==> config.mk <==
export PLATFORM = sky130hd
export DESIGN_NAME = regfile_port_arbiter_flat
export DESIGN_NICKNAME = d
export VERILOG_FILES = /design/src/rtl/regfile_port_arbiter_pkg.sv /design/src/rtl/regfile_port_arbiter_if.sv /design/src/rtl/regfile_port_arbiter_wb_fifo.sv /design/src/rtl/regfile_port_arbiter.sv /design/src/flat_wrapper.sv
export SDC_FILE = /design/constraint.sdc
export NUM_CORES = 1
export LEC_CHECK = 0
export ABC_AREA = 1
export CAP_MARGIN = 20
export CORE_AREA = 8 8 178 180
export CTS_BUF_LIST = sky130_fd_sc_hd__clkbuf_4
export DETAILED_ROUTE_END_ITERATION = 10
export DIE_AREA = 0 0 186 188
export PLACE_DENSITY = 0.83
export SKIP_CTS_REPAIR_TIMING = 1
export SLEW_MARGIN = 15
export SYNTH_ARGS = -nofsm -noshare
export SYNTH_HDL_FRONTEND = slang
export SYNTH_SLANG_ARGS = --single-unit
==> constraint.sdc <==
create_clock -name clk -period 8.9 [get_ports clk]
set_input_delay 2.67 -clock clk [delete_from_list [all_inputs] [get_ports clk]]
set_output_delay 2.67 -clock clk [all_outputs]
set_load 0.005 [all_outputs]
==> src/rtl/regfile_port_arbiter_pkg.sv <==
// Shared types for the register-file port arbiter.
// Slot grants, FSM states and default widths.
package regctl_pkg;

  localparam int DATA_W = 72;
  localparam int ADDR_W = 6;

  typedef enum logic [1:0] {
    GNT_NONE,
    GNT_READ,
    GNT_WRITE
  } grant_t;

  typedef enum logic {
    ST_RUN,
    ST_DRAIN
  } state_t;

endpackage

==> src/rtl/regfile_port_arbiter_if.sv <==
// Client/register-file bundle of the port arbiter.
// slave = arbiter side, master = issue/ALU/regfile side.
interface regfile_port_arbiter_if #(
  parameter int DATA_W = regctl_pkg::DATA_W,
  parameter int ADDR_W = regctl_pkg::ADDR_W
);

  logic              rd_req_valid;
  logic              rd_req_ready;
  logic [ADDR_W-1:0] rd_addr1;
  logic [ADDR_W-1:0] rd_addr2;
  logic              rd_rsp_valid;
  logic [DATA_W-1:0] rd_data1;
  logic [DATA_W-1:0] rd_data2;

  logic              wb_valid;
  logic              wb_ready;
  logic [ADDR_W-1:0] wb_addr;
  logic [DATA_W-1:0] wb_data;

  logic              drain;
  logic              drain_done;

  logic              rf_write;
  logic [ADDR_W-1:0] rf_reg1_address;
  logic [ADDR_W-1:0] rf_reg2_address;
  logic [ADDR_W-1:0] rf_reg_r_address;
  logic [DATA_W-1:0] rf_result_in;
  logic [DATA_W-1:0] rf_data_out1;
  logic [DATA_W-1:0] rf_data_out2;

  modport slave (
    input  rd_req_valid, rd_addr1, rd_addr2,
    input  wb_valid, wb_addr, wb_data,
    input  drain, rf_data_out1, rf_data_out2,
    output rd_req_ready, rd_rsp_valid,
    output rd_data1, rd_data2,
    output wb_ready, drain_done,
    output rf_write, rf_reg1_address,
    output rf_reg2_address, rf_reg_r_address,
    output rf_result_in
  );

  modport master (
    output rd_req_valid, rd_addr1, rd_addr2,
    output wb_valid, wb_addr, wb_data,
    output drain, rf_data_out1, rf_data_out2,
    input  rd_req_ready, rd_rsp_valid,
    input  rd_data1, rd_data2,
    input  wb_ready, drain_done,
    input  rf_write, rf_reg1_address,
    input  rf_reg2_address, rf_reg_r_address,
    input  rf_result_in
  );

endinterface

==> src/rtl/regfile_port_arbiter_wb_fifo.sv <==
// Writeback buffer: small FIFO of {addr, data}.
// Entry views are presented oldest-first; index 0 is the head.
module regctl_wb_fifo #(
  parameter int DATA_W = 72,
  parameter int ADDR_W = 6,
  parameter int DEPTH  = 2,
  parameter int CW     = $clog2(DEPTH) + 1
) (
  input  logic              clk,
  input  logic              reset,
  input  logic              push,
  input  logic [ADDR_W-1:0] push_addr,
  input  logic [DATA_W-1:0] push_data,
  input  logic              pop,
  output logic [CW-1:0]     count,
  output logic              ent_valid [DEPTH],
  output logic [ADDR_W-1:0] ent_addr  [DEPTH],
  output logic [DATA_W-1:0] ent_data  [DEPTH]
);

  localparam int PW = $clog2(DEPTH);

  logic [ADDR_W-1:0] addr_q [DEPTH];
  logic [DATA_W-1:0] data_q [DEPTH];
  logic [PW-1:0]     rd_ptr;
  logic [PW-1:0]     wr_ptr;

  always_ff @(posedge clk) begin
    if (reset) begin
      rd_ptr <= '0;
      wr_ptr <= '0;
      count  <= '0;
    end else begin
      if (push) wr_ptr <= wr_ptr + PW'(1);
      if (pop)  rd_ptr <= rd_ptr + PW'(1);
      count <= count + CW'(push) - CW'(pop);
    end
  end

  always_ff @(posedge clk) begin
    if (push) begin
      addr_q[wr_ptr] <= push_addr;
      data_q[wr_ptr] <= push_data;
    end
  end

  for (genvar k = 0; k < DEPTH; k++) begin : g_view
    logic [PW-1:0] idx;
    assign idx          = rd_ptr + PW'(k);
    assign ent_valid[k] = CW'(k) < count;
    assign ent_addr[k]  = addr_q[idx];
    assign ent_data[k]  = data_q[idx];
  end

endmodule

==> src/rtl/regfile_port_arbiter.sv <==
// Single-port register-file sequencer: operand reads vs queued writebacks.
// Define REGCTL_BYPASS_EN to forward buffered writebacks to reads.
module regfile_port_arbiter #(
  parameter int DATA_W     = regctl_pkg::DATA_W,
  parameter int ADDR_W     = regctl_pkg::ADDR_W,
  parameter int WB_DEPTH   = 2,
  parameter int STARVE_MAX = 4
) (
  input logic             clk,
  input logic             reset,
  regfile_port_arbiter_if.slave bus
);

  import regctl_pkg::*;

  localparam int CW = $clog2(WB_DEPTH) + 1;
  localparam int SW = $clog2(STARVE_MAX + 1);

  grant_t            grant;
  state_t            state;
  logic [SW-1:0]     starve_cnt;
  logic [CW-1:0]     count;
  logic              ent_valid [WB_DEPTH];
  logic [ADDR_W-1:0] ent_addr  [WB_DEPTH];
  logic [DATA_W-1:0] ent_data  [WB_DEPTH];

  logic              push;
  logic              pop;
  logic              nonempty;
  logic              force_wr;
  logic              hit1;
  logic              hit2;
  logic              stall;
  logic              rsp_q;

  logic [ADDR_W-1:0] reg1_q;
  logic [ADDR_W-1:0] reg2_q;
  logic [ADDR_W-1:0] regr_q;
  logic [DATA_W-1:0] res_q;

  assign push = bus.wb_valid && bus.wb_ready;
  assign pop  = grant == GNT_WRITE;

  regctl_wb_fifo #(
    .DATA_W (DATA_W),
    .ADDR_W (ADDR_W),
    .DEPTH  (WB_DEPTH),
    .CW     (CW)
  ) u_fifo (
    .clk       (clk),
    .reset     (reset),
    .push      (push),
    .push_addr (bus.wb_addr),
    .push_data (bus.wb_data),
    .pop       (pop),
    .count     (count),
    .ent_valid (ent_valid),
    .ent_addr  (ent_addr),
    .ent_data  (ent_data)
  );

  // Only registered entries count; a same-cycle push orders after the read.
  always_comb begin
    hit1 = 1'b0;
    hit2 = 1'b0;
    for (int k = 0; k < WB_DEPTH; k++) begin
      if (ent_valid[k] && ent_addr[k] == bus.rd_addr1) hit1 = 1'b1;
      if (ent_valid[k] && ent_addr[k] == bus.rd_addr2) hit2 = 1'b1;
    end
  end

`ifdef REGCTL_BYPASS_EN
  logic [DATA_W-1:0] byp1_d;
  logic [DATA_W-1:0] byp2_d;
  logic [DATA_W-1:0] byp1_q;
  logic [DATA_W-1:0] byp2_q;
  logic              byp1_hit_q;
  logic              byp2_hit_q;

  // Later (younger) entries overwrite earlier matches.
  always_comb begin
    byp1_d = '0;
    byp2_d = '0;
    for (int k = 0; k < WB_DEPTH; k++) begin
      if (ent_valid[k] && ent_addr[k] == bus.rd_addr1) byp1_d = ent_data[k];
      if (ent_valid[k] && ent_addr[k] == bus.rd_addr2) byp2_d = ent_data[k];
    end
  end

  always_ff @(posedge clk) begin
    if (reset) begin
      byp1_hit_q <= 1'b0;
      byp2_hit_q <= 1'b0;
      byp1_q     <= '0;
      byp2_q     <= '0;
    end else if (grant == GNT_READ) begin
      byp1_hit_q <= hit1;
      byp2_hit_q <= hit2;
      byp1_q     <= byp1_d;
      byp2_q     <= byp2_d;
    end
  end

  assign stall = 1'b0;
  assign bus.rd_data1 = !bus.rd_rsp_valid ? '0 :
                        byp1_hit_q ? byp1_q : bus.rf_data_out1;
  assign bus.rd_data2 = !bus.rd_rsp_valid ? '0 :
                        byp2_hit_q ? byp2_q : bus.rf_data_out2;
`else
  assign stall = bus.rd_req_valid && (hit1 || hit2);
  assign bus.rd_data1 = bus.rd_rsp_valid ? bus.rf_data_out1 : '0;
  assign bus.rd_data2 = bus.rd_rsp_valid ? bus.rf_data_out2 : '0;
`endif

  assign nonempty = count != '0;
  assign force_wr = nonempty &&
                    (count == CW'(WB_DEPTH) ||
                     state == ST_DRAIN ||
                     starve_cnt == SW'(STARVE_MAX) ||
                     stall);

  always_comb begin
    grant = GNT_NONE;
    if (reset)
      grant = GNT_NONE;
    else if (force_wr)
      grant = GNT_WRITE;
    else if (bus.rd_req_valid && state == ST_RUN)
      grant = GNT_READ;
    else if (nonempty)
      grant = GNT_WRITE;
  end

  assign bus.rd_req_ready = grant == GNT_READ;
  assign bus.wb_ready     = !reset && count < CW'(WB_DEPTH);
  assign bus.rd_rsp_valid = rsp_q && !reset;
  assign bus.drain_done   = !reset && state == ST_DRAIN && !nonempty;

  // Idle slots keep the register-file address/data lines steady.
  always_comb begin
    bus.rf_write         = 1'b0;
    bus.rf_reg1_address  = reg1_q;
    bus.rf_reg2_address  = reg2_q;
    bus.rf_reg_r_address = regr_q;
    bus.rf_result_in     = res_q;
    unique case (grant)
      GNT_READ: begin
        bus.rf_reg1_address = bus.rd_addr1;
        bus.rf_reg2_address = bus.rd_addr2;
      end
      GNT_WRITE: begin
        bus.rf_write         = 1'b1;
        bus.rf_reg_r_address = ent_addr[0];
        bus.rf_result_in     = ent_data[0];
      end
      default: ;
    endcase
    if (reset) begin
      bus.rf_reg1_address  = '0;
      bus.rf_reg2_address  = '0;
      bus.rf_reg_r_address = '0;
      bus.rf_result_in     = '0;
    end
  end

  always_ff @(posedge clk) begin
    if (reset) begin
      reg1_q <= '0;
      reg2_q <= '0;
      regr_q <= '0;
      res_q  <= '0;
      rsp_q  <= 1'b0;
    end else begin
      reg1_q <= bus.rf_reg1_address;
      reg2_q <= bus.rf_reg2_address;
      regr_q <= bus.rf_reg_r_address;
      res_q  <= bus.rf_result_in;
      rsp_q  <= grant == GNT_READ;
    end
  end

  always_ff @(posedge clk) begin
    if (reset)
      starve_cnt <= '0;
    else if (grant == GNT_WRITE || !nonempty)
      starve_cnt <= '0;
    else if (grant == GNT_READ && starve_cnt != SW'(STARVE_MAX))
      starve_cnt <= starve_cnt + SW'(1);
  end

  always_ff @(posedge clk) begin
    if (reset)
      state <= ST_RUN;
    else begin
      unique case (state)
        ST_RUN:   if (bus.drain)  state <= ST_DRAIN;
        ST_DRAIN: if (!bus.drain) state <= ST_RUN;
        default:  state <= ST_RUN;
      endcase
    end
  end

endmodule

==> src/flat_wrapper.sv <==
// flat-port wrapper written by rule: the top's interface ports become plain ports
module regfile_port_arbiter_flat import regctl_pkg::*;
#(
  parameter int DATA_W     = regctl_pkg::DATA_W,
  parameter int ADDR_W     = regctl_pkg::ADDR_W,
  parameter int WB_DEPTH   = 2,
  parameter int STARVE_MAX = 4
)
  (clk, reset, bus_rd_req_valid, bus_rd_addr1, bus_rd_addr2, bus_wb_valid, bus_wb_addr, bus_wb_data, bus_drain, bus_rf_data_out1, bus_rf_data_out2, bus_rd_req_ready, bus_rd_rsp_valid, bus_rd_data1, bus_rd_data2, bus_wb_ready, bus_drain_done, bus_rf_write, bus_rf_reg1_address, bus_rf_reg2_address, bus_rf_reg_r_address, bus_rf_result_in);
  regfile_port_arbiter_if #(.DATA_W(DATA_W), .ADDR_W(ADDR_W)) bus_i ();
  input logic clk;
  input logic reset;
  input wire logic [$bits(bus_i.rd_req_valid)-1:0] bus_rd_req_valid;
  input wire logic [$bits(bus_i.rd_addr1)-1:0] bus_rd_addr1;
  input wire logic [$bits(bus_i.rd_addr2)-1:0] bus_rd_addr2;
  input wire logic [$bits(bus_i.wb_valid)-1:0] bus_wb_valid;
  input wire logic [$bits(bus_i.wb_addr)-1:0] bus_wb_addr;
  input wire logic [$bits(bus_i.wb_data)-1:0] bus_wb_data;
  input wire logic [$bits(bus_i.drain)-1:0] bus_drain;
  input wire logic [$bits(bus_i.rf_data_out1)-1:0] bus_rf_data_out1;
  input wire logic [$bits(bus_i.rf_data_out2)-1:0] bus_rf_data_out2;
  output wire logic [$bits(bus_i.rd_req_ready)-1:0] bus_rd_req_ready;
  output wire logic [$bits(bus_i.rd_rsp_valid)-1:0] bus_rd_rsp_valid;
  output wire logic [$bits(bus_i.rd_data1)-1:0] bus_rd_data1;
  output wire logic [$bits(bus_i.rd_data2)-1:0] bus_rd_data2;
  output wire logic [$bits(bus_i.wb_ready)-1:0] bus_wb_ready;
  output wire logic [$bits(bus_i.drain_done)-1:0] bus_drain_done;
  output wire logic [$bits(bus_i.rf_write)-1:0] bus_rf_write;
  output wire logic [$bits(bus_i.rf_reg1_address)-1:0] bus_rf_reg1_address;
  output wire logic [$bits(bus_i.rf_reg2_address)-1:0] bus_rf_reg2_address;
  output wire logic [$bits(bus_i.rf_reg_r_address)-1:0] bus_rf_reg_r_address;
  output wire logic [$bits(bus_i.rf_result_in)-1:0] bus_rf_result_in;
  assign bus_i.rd_req_valid = bus_rd_req_valid;
  assign bus_i.rd_addr1 = bus_rd_addr1;
  assign bus_i.rd_addr2 = bus_rd_addr2;
  assign bus_i.wb_valid = bus_wb_valid;
  assign bus_i.wb_addr = bus_wb_addr;
  assign bus_i.wb_data = bus_wb_data;
  assign bus_i.drain = bus_drain;
  assign bus_i.rf_data_out1 = bus_rf_data_out1;
  assign bus_i.rf_data_out2 = bus_rf_data_out2;
  assign bus_rd_req_ready = bus_i.rd_req_ready;
  assign bus_rd_rsp_valid = bus_i.rd_rsp_valid;
  assign bus_rd_data1 = bus_i.rd_data1;
  assign bus_rd_data2 = bus_i.rd_data2;
  assign bus_wb_ready = bus_i.wb_ready;
  assign bus_drain_done = bus_i.drain_done;
  assign bus_rf_write = bus_i.rf_write;
  assign bus_rf_reg1_address = bus_i.rf_reg1_address;
  assign bus_rf_reg2_address = bus_i.rf_reg2_address;
  assign bus_rf_reg_r_address = bus_i.rf_reg_r_address;
  assign bus_rf_result_in = bus_i.rf_result_in;
  regfile_port_arbiter #(.DATA_W(DATA_W), .ADDR_W(ADDR_W), .WB_DEPTH(WB_DEPTH), .STARVE_MAX(STARVE_MAX)) u_core (.clk(clk), .reset(reset), .bus(bus_i));
endmodule
# Yosys cells after proc, flatten, opt, wreduce, memory -nomap -nowiden
# Memories as Yosys holds them, arrays and structs flattened. A register that Yosys moved wholly into a read port is not among the register bits.
# Index checks and enable logic that the tools add are counted.
# op_classes
n_eq_ne	9
reduce_logical	22
magnitude_cmp	3
n_bitwise	1
add_sub_neg	5
muxes	26
# ops
operator	count
72-bit two-way mux	4
6-bit two-way mux	6
6-bit == test	4
1-bit logical AND	13
1-bit two-way mux	12
2-bit two-way mux	4
1-bit logical OR	5
2-bit == test (second input constant)	2
1-bit by 2-bit less-than comparator with 1-bit output (first input constant)	2
3-bit by 1-bit adder with 3-bit output (second input constant)	1
3-bit == test (second input constant)	1
3-bit != test (second input constant)	1
1-bit adder (second input constant)	2
2-bit by 1-bit adder with 2-bit output	1
2-bit by 1-bit == test with 1-bit output (second input constant)	1
1-bit zero test	2
2-bit less-than comparator (second input constant)	1
2-bit nonzero test	1
2-bit OR reduction	1
2-bit by 1-bit subtractor with 2-bit output	1
1-bit NOT	1
# totals
ff_bits	99
memories	2
ram_bits	156
word_cells	78
output_inout_bits	239
# mem_list
memory	depth	word_bits	rd	rd_ports_with_merged_regs	write_ports	line	rtl
u_core.u_fifo.data_q	2	72	1	1	1	regfile_port_arbiter_wb_fifo.sv:24	logic [DATA_W-1:0] data_q [DEPTH];
u_core.u_fifo.addr_q	2	6	2	1	1	regfile_port_arbiter_wb_fifo.sv:23	logic [ADDR_W-1:0] addr_q [DEPTH];

# Logic depth before layout (Yosys ltp)
# An unclocked memory read counts as a cell.
# depth
ltp_word	14
mapped_depth	21
ltp_nobuf	18

# Cells and area by module
# A second synthesis with hierarchy kept.
# unflattened
hier_cells	1538
hier_area_um2	12109.1
# modules_own_cells
mod	cells_per_inst	area_each_um2	n_inst
regctl_wb_fifo	610	6746.5	1
regfile_port_arbiter	928	5362.6	1

# Worst setup path before layout
# No wires, ideal clock.
# synth_timing
kind	input to register
from	input reset
to	memory u_core.u_fifo.addr_q[1][0] (enable)
path_slack_ns	1.943
path_stages	4
t_arrival_ns	6.441
setup_ns	0.516
t_required_ns	8.384
cell_sequence	clkbuf_1 > nor2_1 > nand2_1 > nor2_1
# synth_via
elab_chain_cells	5
# synth_rtl
item	line	rtl
start: declaration	flat_wrapper.sv:12	input logic reset;
1-bit zero test	regfile_port_arbiter.sv:135	assign bus.wb_ready = !reset && count < CW'(WB_DEPTH);
1-bit logical AND	regfile_port_arbiter.sv:135	
net bus_wb_ready	flat_wrapper.sv:26	output wire logic [$bits(bus_i.wb_ready)-1:0] bus_wb_ready;
1-bit logical AND	regfile_port_arbiter.sv:41	assign push = bus.wb_valid && bus.wb_ready;
1-bit two-way mux	regfile_port_arbiter_wb_fifo.sv:41	if (push) begin
1-bit two-way mux (not written as such)	regfile_port_arbiter_wb_fifo.sv:42	addr_q[wr_ptr] <= push_addr;
end: declaration	regfile_port_arbiter_wb_fifo.sv:23	
# The timed path passes the listed nets, and every way through them passes these cells.

# Worst setup path in the final report
# layout_timing
from	input bus_rd_addr2[4]
to	output bus_rf_result_in[61]
# layout_via
elab_chain_cells	13
# layout_rtl
item	line	rtl
start: declaration	flat_wrapper.sv:15	input wire logic [$bits(bus_i.rd_addr2)-1:0] bus_rd_addr2;
6-bit == test	regfile_port_arbiter.sv:68	if (ent_valid[k] && ent_addr[k] == bus.rd_addr2) hit2 = 1'b1;
1-bit logical AND	regfile_port_arbiter.sv:68	
1-bit two-way mux	regfile_port_arbiter.sv:68	
1-bit two-way mux *	regfile_port_arbiter.sv:68	
1-bit logical OR *	regfile_port_arbiter.sv:110	assign stall = bus.rd_req_valid && (hit1 || hit2);
1-bit logical AND *	regfile_port_arbiter.sv:110	
1-bit logical OR *	regfile_port_arbiter.sv:119	starve_cnt == SW'(STARVE_MAX) ||
1-bit logical AND *	regfile_port_arbiter.sv:116	assign force_wr = nonempty &&
2-bit two-way mux *	regfile_port_arbiter.sv:126	else if (force_wr)
2-bit two-way mux *	regfile_port_arbiter.sv:124	if (reset)
2-bit == test *	regfile_port_arbiter.sv:146	unique case (grant)
72-bit two-way mux *	regfile_port_arbiter.sv:146	
72-bit two-way mux *	regfile_port_arbiter.sv:158	if (reset) begin
end: declaration	flat_wrapper.sv:32	output wire logic [$bits(bus_i.rf_result_in)-1:0] bus_rf_result_in;
# Every way passes the cells marked *; elsewhere a longest branch is shown, timed or not.

==> results by group <==
Power
  • Leakage: 7.17 nW
  • Maximum VDD drop: 0.151 mV
  • Power density cells: 197 nW/um^2

Min path
  • Min-delay worst type: reg2reg
  • Hold_sp: u_core.reg1_q[0]$_SDFF_PP0_
  • Hold path depth: 2
  • Hold path endpoint: u_core.reg1_q[0]$_SDFF_PP0_

Critical path
  • Reg-to-reg slack, setup: 5190 ps
  • CP delay by family, top: buffers and inverters
  • CP required: 6230 ps
  • CP most frequent cell: nand2_1
  • Type of the worst setup path: in2out
  • CP bufs+invs: 5
  • Critical path cell sequence: clkdlybuf4s50_1, inv_1, nand3_1, nand2_1, nor2_1, nand3_1, nand2_1, nand2_1, nand4_1, nand2_1, inv_6, buf_12, o21ai_1, a21oi_1, clkdlybuf4s50_1
  • Endpoint class of the critical path: output pin
  • Crit path max fanout: 71
  • R2r worst-path depth: 18
  • CP max stage cell: clkdlybuf4s50_1
  • CP peak stage delay: 580 ps
  • Startpoint class of the critical path: input pin
  • Critical Path AT: 5900 ps
  • Reg2reg end: u_core.u_fifo.count[1]$_SDFF_PP0_

Placed design
  • Hpwl dp: 34000 um
  • GP Congestion: 0.948
  • Buffers added on ports: 477

Floorplan
  • Core area: 29000 um^2
  • Die area: 35000 um^2
  • Number of I/O pins: 478
  • Initial Utilization: 38.4%
  • Die X: 186 um
  • Die Ht: 188 um
  • Rows: 63

STA
  • RSZ-0062 raised after global routing: no
  • Final period utilization: 96.3%
  • TNS Setup: 0 ps
  • Clock skew: 33.5 ps
  • Min Tclk post-route: 8570 ps
  • Tightest Pin Transition: 875 ps
  • Fmax: 0.117 GHz
  • Max transition margin: 41.7%
  • Hold Slack: 470 ps
  • Final slew viol count: 0
  • Final setup violating endpoints: 0
  • Hold Vio Cnt, Final: 0

CTS
  • Clk sinks: 256
  • Bufs on Longest Clock Path: 3
  • CTS root buffer: clkbuf_4
  • Clock transition at path regs: 50 ps
  • Max H-tree Level: 3
  • Latest clock arrival within the worst-skew pair: 640 ps
  • Total CTS buffers: 67
  • TritonCTS clock tree: built

Final layout
  • Fill cells: 2425
  • Share of layout cells above drive strength 1: 8.29%
  • Area delta synth->final: 55.2%
  • Final nets: 1927

Synthesis
  • Netlist cell types: 23
  • Most area-consuming cells after synthesis: edfxtp_1 42%, dfxtp_1 18%, a21oi_1 6.8%, nor2_1 6.7%, mux2i_1 6.5%
  • Most frequent cell after synthesis: nor2_1
  • Post-synthesis sequential area ratio: 60.0%
  • Synthesized instance count: 1187
  • Share of the synthesized area in the top cell type: 42.1%
  • Seq cells post-synth: 256
  • Most frequent cells after synthesis: 200 x nor2_1, 182 x inv_1, 156 x edfxtp_1
  • Syn nets: 1430
  • Post-synthesis async set-or-reset flop share: 0%
  • Predominant post-synthesis flop cell: edfxtp_1
  • Syn Std Cell Area: 11100 um^2
  • EDFF count, synth: 156
  • Mean Syn Cell Area: 9.38 um^2
  • Synthesis warning total: 0
  • Area leader, netlist: edfxtp_1

Detailed routing
  • Routed vias: 10300
  • WL final: 43700 um
  • Iter 0 DRT Violations: 564
  • First-pass iteration count of the detailed router: 4
  • ANT nets after route: 0
  • Routed len/inst: 20.3 um
  • Residual DRC: 0
  • Detailed-route vias per instance: 4.81

GRT
  • Vias in the first global route: 10500
  • Initial antenna violation count: 28
  • Total track usage: 23.7%
  • First-pass GRT wire length: 62400 um
  • Largest net degree at the start of global routing: 82
  • Total gr overflow: 0

Run
  • Max Cap Viol: 0

Outcome
  • Status: complete, no violations
[cells by family (layout without fill, tap and decap cells)]
group                    Yosys count  count (layout)  synth area share [%]
flip-flops                       256             256                  60.0
buffers and inverters            249             798                  9.18
multiplexers                      72              72                  6.47
AND/OR/NAND/NOR                  366             366                  13.0
adder cells (fa/ha/maj)            4               4                 0.449
AO/OA/AOI/OAI                    238             238                  10.7
XOR/XNOR                           2               2                 0.157
other                              0              25                     0
[per-stage QoR]
| step | power [mW] | instance area [um^2] | setup WS (ps) | instances | util (%) |
|---|---|---|---|---|---|
| finish | 3.41 | 17300 | 329 | 2151 | 59.6 |
| global route | 3.59 | 17300 | 79.5 | 2151 | 59.6 |
| CTS | 3.44 | 17200 | 443 | 2124 | 59.2 |
| detailed placement | 2.36 | 16300 | 484 | 2003 | 56.1 |
| global placement | 2.33 | 16300 | 545 | 2003 | 56.1 |
| floorplan | 1.90 | 11100 | 1940 | 1187 | - |
[cells in the final DEF, fill, tap and decap left out, types with 2 or more instances in the layout]
| cell | n |
|---|---|
| clkdlybuf4s50_1 | 477 |
| nor2_1 | 198 |
| inv_1 | 181 |
| edfxtp_1 | 156 |
| a21oi_1 | 151 |
| nand2_1 | 110 |
| clkbuf_4 | 110 |
| dfxtp_1 | 99 |
| o21ai_0 | 73 |
| mux2i_1 | 72 |
| nand3_1 | 48 |
| diode_2 | 25 |
| o21ai_1 | 13 |
| buf_4 | 8 |
| buf_12 | 6 |
| inv_2 | 5 |
| ha_1 | 4 |
| nand4_1 | 3 |
| clkinv_2 | 3 |
| nand2_2 | 2 |
| inv_6 | 2 |
| nor2_4 | 2 |
| nor3_1 | 2 |
| xor2_1 | 2 |
| clkinvlp_4 | 2 |
| clkinv_1 | 2 |
[how the worst max path moves through the flow]
stage                                from                                    to  slack (ps)  cells past startpoint
after floorplan                     reset  u_core.u_fifo.addr_q[1][0]$_DFFE_PP_        1940                      4
after global placement    bus_rd_addr2[4]                  bus_rf_result_in[61]         550                     15
after detailed placement  bus_rd_addr2[4]                  bus_rf_result_in[61]         480                     15
after CTS                 bus_rd_addr2[4]                  bus_rf_result_in[57]         440                     15
after global routing      bus_rd_addr2[1]                  bus_rf_result_in[61]          80                     15
final                     bus_rd_addr2[4]                  bus_rf_result_in[61]         330                     15
[worst min-delay path, delay by kind of cell, from the launching register on]
family | cells | cell delay (ps)
flip-flops | 1 | 300
AND/OR/NAND/NOR | 2 | 130
[layout make-up]
type	count	area, um^2	area share, %
Clock inverter	11	83.8	0.485
Clock buffer	110	826	4.78
Antenna cell	25	62.6	0.362
Tap cell	390	488	2.82
Timing Repair Buffer	492	4980	28.8
Multi-Input combinational cell	682	3450	20.0
Sequential cell	256	6690	38.7
Inverter	185	699	4.05
[metal layers]
layer  routed length, um  GRT usage [%]  share of wire, %  vias up
li1                    -              -                 -     4962
met1               15600           24.4                36     4763
met2               21600           39.1                49      491
met3                4250           8.83               9.7      127
met4                2230           16.6               5.1        6
met5                  44              0              0.10        -
[state kept, by name (all words and copies together), names as in the netlist, named ones only]
signal                cells
u_core.u_fifo.data_q    144
u_core.res_q             72
u_core.rsp_q              1
u_core.reg2_q             6
u_core.u_fifo.count       2
u_core.state              1
u_core.u_fifo.addr_q     12
u_core.regr_q             6
u_core.u_fifo.rd_ptr      1
u_core.u_fifo.wr_ptr      1
u_core.reg1_q             6
u_core.starve_cnt         3
[where the power goes]
group / leakage (nW) / internal [mW] / total [mW] / switching [mW]
Combinational: 4.38 / 0.430 / 0.879 / 0.450
Sequential: 2.25 / 1.40 / 1.46 / 0.0652
Clock: 0.549 / 0.590 / 1.07 / 0.479
Total: 7.17 / 2.42 / 3.41 / 0.994
Note: power is estimated with default switching activity, not from simulation.
